==> src/rtl/decode_issue_stage.sv <==
// Registered RV32I decode/issue stage: decodes one instruction per handshake and
// stalls it on RAW/WAW hazards against a writeback-retired register scoreboard.
module decode_issue_stage #(
  parameter int XLEN  = 32,
  parameter int NREGS = 32,
  parameter int RAW   = 5
) (
  input  logic             clk_i,
  input  logic             rsn_i,
  input  logic             instr_valid_i,
  input  logic [31:0]      instr_i,
  output logic             instr_ready_o,
  output logic             out_valid_o,
  input  logic             out_ready_i,
  output logic [RAW-1:0]   read_addr_a_o,
  output logic [RAW-1:0]   read_addr_b_o,
  output logic [RAW-1:0]   write_addr_o,
  output logic             int_write_enable_o,
  output logic             use_a_o,
  output logic             use_b_o,
  output logic [XLEN-1:0]  imm_o,
  output logic             illegal_o,
  input  logic             wb_valid_i,
  input  logic [RAW-1:0]   wb_addr_i,
  input  logic             flush_i,
  output logic [NREGS-1:0] pending_o
);

  typedef enum logic [3:0] {
    C_LUI, C_AUIPC, C_JAL, C_JALR, C_BRANCH,
    C_LOAD, C_STORE, C_OPIMM, C_OP, C_ILLEGAL
  } op_class_e;

  op_class_e        op_class;
  logic [31:0]      imm32;
  logic [RAW-1:0]   dec_rs1, dec_rs2, dec_rd;
  logic             dec_we, dec_use_a, dec_use_b;
  logic             hazard, accept;
  logic [NREGS-1:0] pending_q, pending_d;

  // Addresses outside the register file (and x0) never count as busy.
  function automatic logic is_busy(input logic [NREGS-1:0] vec, input logic [RAW-1:0] a);
    is_busy = 1'b0;
    for (int r = 1; r < NREGS; r++)
      if (a == RAW'(r)) is_busy = vec[r];
  endfunction

  always_comb begin
    op_class = C_ILLEGAL;
    imm32    = 32'd0;
    unique case (instr_i[6:0])
      7'b0110111: op_class = C_LUI;
      7'b0010111: op_class = C_AUIPC;
      7'b1101111: op_class = C_JAL;
      7'b1100111: op_class = C_JALR;
      7'b1100011: op_class = C_BRANCH;
      7'b0000011: op_class = C_LOAD;
      7'b0100011: op_class = C_STORE;
      7'b0010011: op_class = C_OPIMM;
      7'b0110011: op_class = C_OP;
      default:    op_class = C_ILLEGAL;
    endcase
    unique case (op_class)
      C_LUI, C_AUIPC:         imm32 = {instr_i[31:12], 12'd0};
      C_JAL:                  imm32 = {{11{instr_i[31]}}, instr_i[31], instr_i[19:12],
                                       instr_i[20], instr_i[30:21], 1'b0};
      C_JALR, C_LOAD, C_OPIMM: imm32 = {{20{instr_i[31]}}, instr_i[31:20]};
      C_BRANCH:               imm32 = {{19{instr_i[31]}}, instr_i[31], instr_i[7],
                                       instr_i[30:25], instr_i[11:8], 1'b0};
      C_STORE:                imm32 = {{20{instr_i[31]}}, instr_i[31:25], instr_i[11:7]};
      default:                imm32 = 32'd0;
    endcase
  end

  assign dec_rs1   = RAW'(instr_i[19:15]);
  assign dec_rs2   = RAW'(instr_i[24:20]);
  assign dec_rd    = RAW'(instr_i[11:7]);
  assign dec_we    = (op_class inside {C_LUI, C_AUIPC, C_JAL, C_JALR, C_LOAD, C_OPIMM, C_OP})
                     && (instr_i[11:7] != 5'd0);
  assign dec_use_a = op_class inside {C_JALR, C_BRANCH, C_LOAD, C_STORE, C_OPIMM, C_OP};
  assign dec_use_b = op_class inside {C_BRANCH, C_STORE, C_OP};

  // Hazards look only at registered pending bits, so a same-cycle writeback does not bypass.
  assign hazard = (dec_use_a && is_busy(pending_q, dec_rs1)) ||
                  (dec_use_b && is_busy(pending_q, dec_rs2)) ||
                  (dec_we    && is_busy(pending_q, dec_rd));

  assign instr_ready_o = rsn_i && !flush_i && !hazard && (!out_valid_o || out_ready_i);
  assign accept        = instr_valid_i && instr_ready_o;

  // Clear is applied before set so an issuing write to a retiring register stays pending.
  always_comb begin
    pending_d = pending_q;
    if (wb_valid_i)
      for (int r = 1; r < NREGS; r++)
        if (wb_addr_i == RAW'(r)) pending_d[r] = 1'b0;
    if (accept && dec_we)
      for (int r = 1; r < NREGS; r++)
        if (dec_rd == RAW'(r)) pending_d[r] = 1'b1;
    pending_d[0] = 1'b0;
  end

  always_ff @(posedge clk_i) begin
    if (!rsn_i || flush_i) pending_q <= '0;
    else                   pending_q <= pending_d;
  end

  always_ff @(posedge clk_i) begin
    if (!rsn_i) begin
      out_valid_o        <= 1'b0;
      read_addr_a_o      <= '0;
      read_addr_b_o      <= '0;
      write_addr_o       <= '0;
      int_write_enable_o <= 1'b0;
      use_a_o            <= 1'b0;
      use_b_o            <= 1'b0;
      imm_o              <= '0;
      illegal_o          <= 1'b0;
    end else if (flush_i) begin
      out_valid_o <= 1'b0;
    end else if (accept) begin
      out_valid_o        <= 1'b1;
      read_addr_a_o      <= dec_rs1;
      read_addr_b_o      <= dec_rs2;
      write_addr_o       <= dec_rd;
      int_write_enable_o <= dec_we;
      use_a_o            <= dec_use_a;
      use_b_o            <= dec_use_b;
      imm_o              <= XLEN'($signed(imm32));
      illegal_o          <= (op_class == C_ILLEGAL);
    end else if (out_ready_i) begin
      out_valid_o <= 1'b0;
    end
  end

  assign pending_o = pending_q;

endmodule
==> config.mk <==
export PLATFORM = sky130hd
export DESIGN_NAME = decode_issue_stage
export DESIGN_NICKNAME = d
export VERILOG_FILES = /design/src/rtl/decode_issue_stage.sv
export SDC_FILE = /design/constraint.sdc
export NUM_CORES = 1
export LEC_CHECK = 0
export BUFFER_PORTS_ARGS = -buffer_cell sky130_fd_sc_hd__buf_4
export CORE_ASPECT_RATIO = 1.75
export CORE_MARGIN = 2
export CORE_UTILIZATION = 45
export CTS_BUF_LIST = sky130_fd_sc_hd__clkbuf_16
export DETAILED_ROUTE_END_ITERATION = 6
export PLACE_DENSITY_LB_ADDON = 0.2
export REMOVE_ABC_BUFFERS = 1
export SYNTH_ARGS = -nofsm -noshare
export SYNTH_HDL_FRONTEND = slang
export SYNTH_SLANG_ARGS = --single-unit
==> constraint.sdc <==
create_clock -name clk_i -period 6.4 [get_ports clk_i]
set_input_delay 0.32 -clock clk_i [delete_from_list [all_inputs] [get_ports clk_i]]
set_output_delay 0.32 -clock clk_i [all_outputs]
set_load 0.05 [all_outputs]
==> impl_metrics.toml <==
[floorplanning]
dieArea_mm2 = 0.0128
die_w_um = 86.2
io_pins = 128
die_h_um = 148
core_area_mm2 = 0.0116
rows = 52
initial_core_util_pct = 46.0

[placement]
placed_cells = 864
dpl.hpwl_mm = 13.6
dpl_cell_area_mm2 = 0.00617
io_buffers = 126
dpl_worst_slack_ps = 2880
place_congestion = 0.961

[sta]
slew_viol_final = 0
final-hold-violation-count = 0
fin_skew_ps = 8.31
worstMarginPinSlew_ps = 941
post-route-min-period_ps = 3200
fin_setup_tns_ps = 0
fmaxAchievable_ghz = 0.312
rsz0062_at_grt = "no"
setup_ws_ps = 3200
final.period_utilization_pct = 50.0
slew_headroom_pct = 37.2
setup_viol = 0

[setup_path]
worstPathArrival_ps = 3440
crit_required_ps = 6630
worst_path_max_delay_cell = "or4_1"
critPathCaptureType = "register"
critPathKind = "in2reg"
path_delay_family = "compound AO/OA/AOI/OAI gates"
slowest_delay_ps = 610
start_kind = "input port"
path_cells = "buf_4 > clkinv_1 > or4_1 > a21oi_1 > nor4_1 > a32o_1 > a21oi_4 > nand2_4 > o41ai_1"
critPathMaxFanout = 55
cp_num_buf_inv = 2

[cells_and_area]
final_common_cell = "buf_4"
multiInputGateArea_mm2 = 0.00331
mostFrequentLayoutCells = "buf_4, nand2_1, dfxtp_1"
drive_gt1_share_pct = 21.2
regArea_mm2 = 0.00166
antenna_cells = 0
final_area_mm2 = 0.00652
fin_cells = 880
syn_to_final_growth_pct = 22.4
nets = 783
fillerInstances = 1114
final_util_pct = 56.3

[grt]
use_met1_pct = 29.8
grt-ovfl-total = 0
grt_pass1_wl_mm = 28.6
grt_use_met3_pct = 4.58
grt_use_met2_pct = 51.8
track_usage_pct = 28.6
grt_pass1_vias = 5595
antenna_found_initial = 0
grt_busiest_layer = "met2"
grt_max_degree = 78

[routing]
wl_mm = 18.6
firstDrtPassIters = 5
ant_nets = 0
first_iter_violations = 400
route.detailed.drc = 0
wire_per_inst_um = 21.2
via_count = 5730
via_per_inst = 6.51

[run]
drv_cap = 0

[synthesis]
ys_ff_latch = 83
synth_edf_count = 0
ys_types = 73
netlist_instances = 658
synth-seq-area-share_pct = 31.2
synthArstFlopShare_pct = 0
syn_area_mm2 = 0.00533
synthFlopType = "dfxtp_1"
yosysWarnings = 0
syn_avg_cell_area_um2 = 8.09

[clock_network]
cts.clk_slew.worst_paths_ps = 60
cts.sinks = 83
clockRootBuffer = "clkbuf_16"
cts_tree = "yes"
cts_max_level = 3
cts_setup_buffers = 0
clk_latency_ps = 350
numCtsBuffers = 9
ctsResizeCount = 0
cts_hold_buffers = 0
clockBufferDepth = 2

[power_and_ir_drop]
ir_worst_vdd_uv = 152
leakagePower_nw = 2.77
power_density_mw_per_mm2 = 204

[status]
status = "complete, no violations"

[worst_hold_path]
min_path_type = "in2reg"
per-stage QoR:
| stage | hold slack (ps) | total power, mW |
|---|---|---|
| 5_1_grt | 266 | 1.37 |
| 3_5_place_dp | 444 | 0.741 |
| 3_3_place_gp | 438 | 0.737 |
| 6_report | 236 | 1.33 |
| 2_1_floorplan | 428 | 0.646 |
| 4_1_cts | 240 | 1.33 |
path summary, 6_finish.rpt:
check                                   startpoint  slack [ps]  cells past startpoint                  to
worst max-delay path                   instr_i[15]        3200                      9        pending_o[3]
worst max register to register        pending_o[2]        3370                      7        pending_o[3]
worst min-delay path                   instr_i[25]         240                      3            imm_o[5]
worst min register to register  int_write_enable_o         450                      2  int_write_enable_o
where the power goes:
| group | switching [mW] | internal, mW | total, mW | leakage (nW) |
|---|---|---|---|---|
| clock | 0.219 | 0.380 | 0.600 | 0.163 |
| combinational | 0.138 | 0.0677 | 0.205 | 1.93 |
| sequential | 0.00389 | 0.524 | 0.527 | 0.671 |
| total | 0.361 | 0.972 | 1.33 | 2.77 |
worst min-delay path, cell delays in order:
cell	delay, ps
buf_4	110
nand2_1	40
mux2i_1	60
layout make-up:
cell class                      count  share of cell area (%)
Multi-Input combinational cell    497                    50.7
Clock inverter                      7                    1.80
Timing Repair Buffer              127                    14.6
Inverter                           22                    1.27
Tap cell                          135                    2.59
Clock buffer                        9                    3.46
Sequential cell                    83                    25.5
Yosys cell counts (all sizes together), types with 3 or more instances:
master / count / share of area [%]
nand2: 92 / 6.6
dfxtp: 83 / 31
mux2i: 62 / 12
o21ai: 40 / 3.8
o211ai: 35 / 4.9
buf: 29 / 3.3
clkbuf: 27 / 1.9
o31ai: 25 / 3.5
a21oi: 23 / 2.4
nor2: 22 / 1.6
inv: 21 / 1.5
nand3: 17 / 1.8
nor3: 17 / 1.6
nand2b: 15 / 1.8
and2: 13 / 1.5
nor2b: 12 / 1.5
a21o: 10 / 1.4
nor4: 10 / 1.2
nand3b: 8 / 1.1
nand4: 8 / 0.94
o41ai: 8 / 1.3
a211oi: 6 / 0.94
nor3b: 6 / 0.94
o32ai: 6 / 0.99
a22oi: 5 / 0.70
a31oi: 4 / 0.47
a221oi: 3 / 0.49
a32o: 3 / 0.56
and3: 3 / 0.35
and3b: 3 / 0.49
mux4: 3 / 1.3
or3: 3 / 0.35
registers in the layout (all words and copies together), names as in the netlist:
register / cells
read_addr_a_o: 5
read_addr_b_o: 5
illegal_o: 1
use_a_o: 1
int_write_enable_o: 1
out_valid_o: 1
write_addr_o: 5
imm_o: 32
pending_o: 31
use_b_o: 1
routing by layer:
layer	vias up	part of all wire (%)
met3	92	6.3
met5	-	0
li1	2617	-
met1	2732	35
met2	289	52
met4	0	6.6
kinds of logic after synthesis:
family,synth area share [%]
multiplexers,13.1
AND/OR/NAND/NOR,23.2
buffers and inverters,6.74
other,0.0704
AO/OA/AOI/OAI,25.7
flip-flops,31.2
No activity file was read; power rests on OpenSTA's default activity.
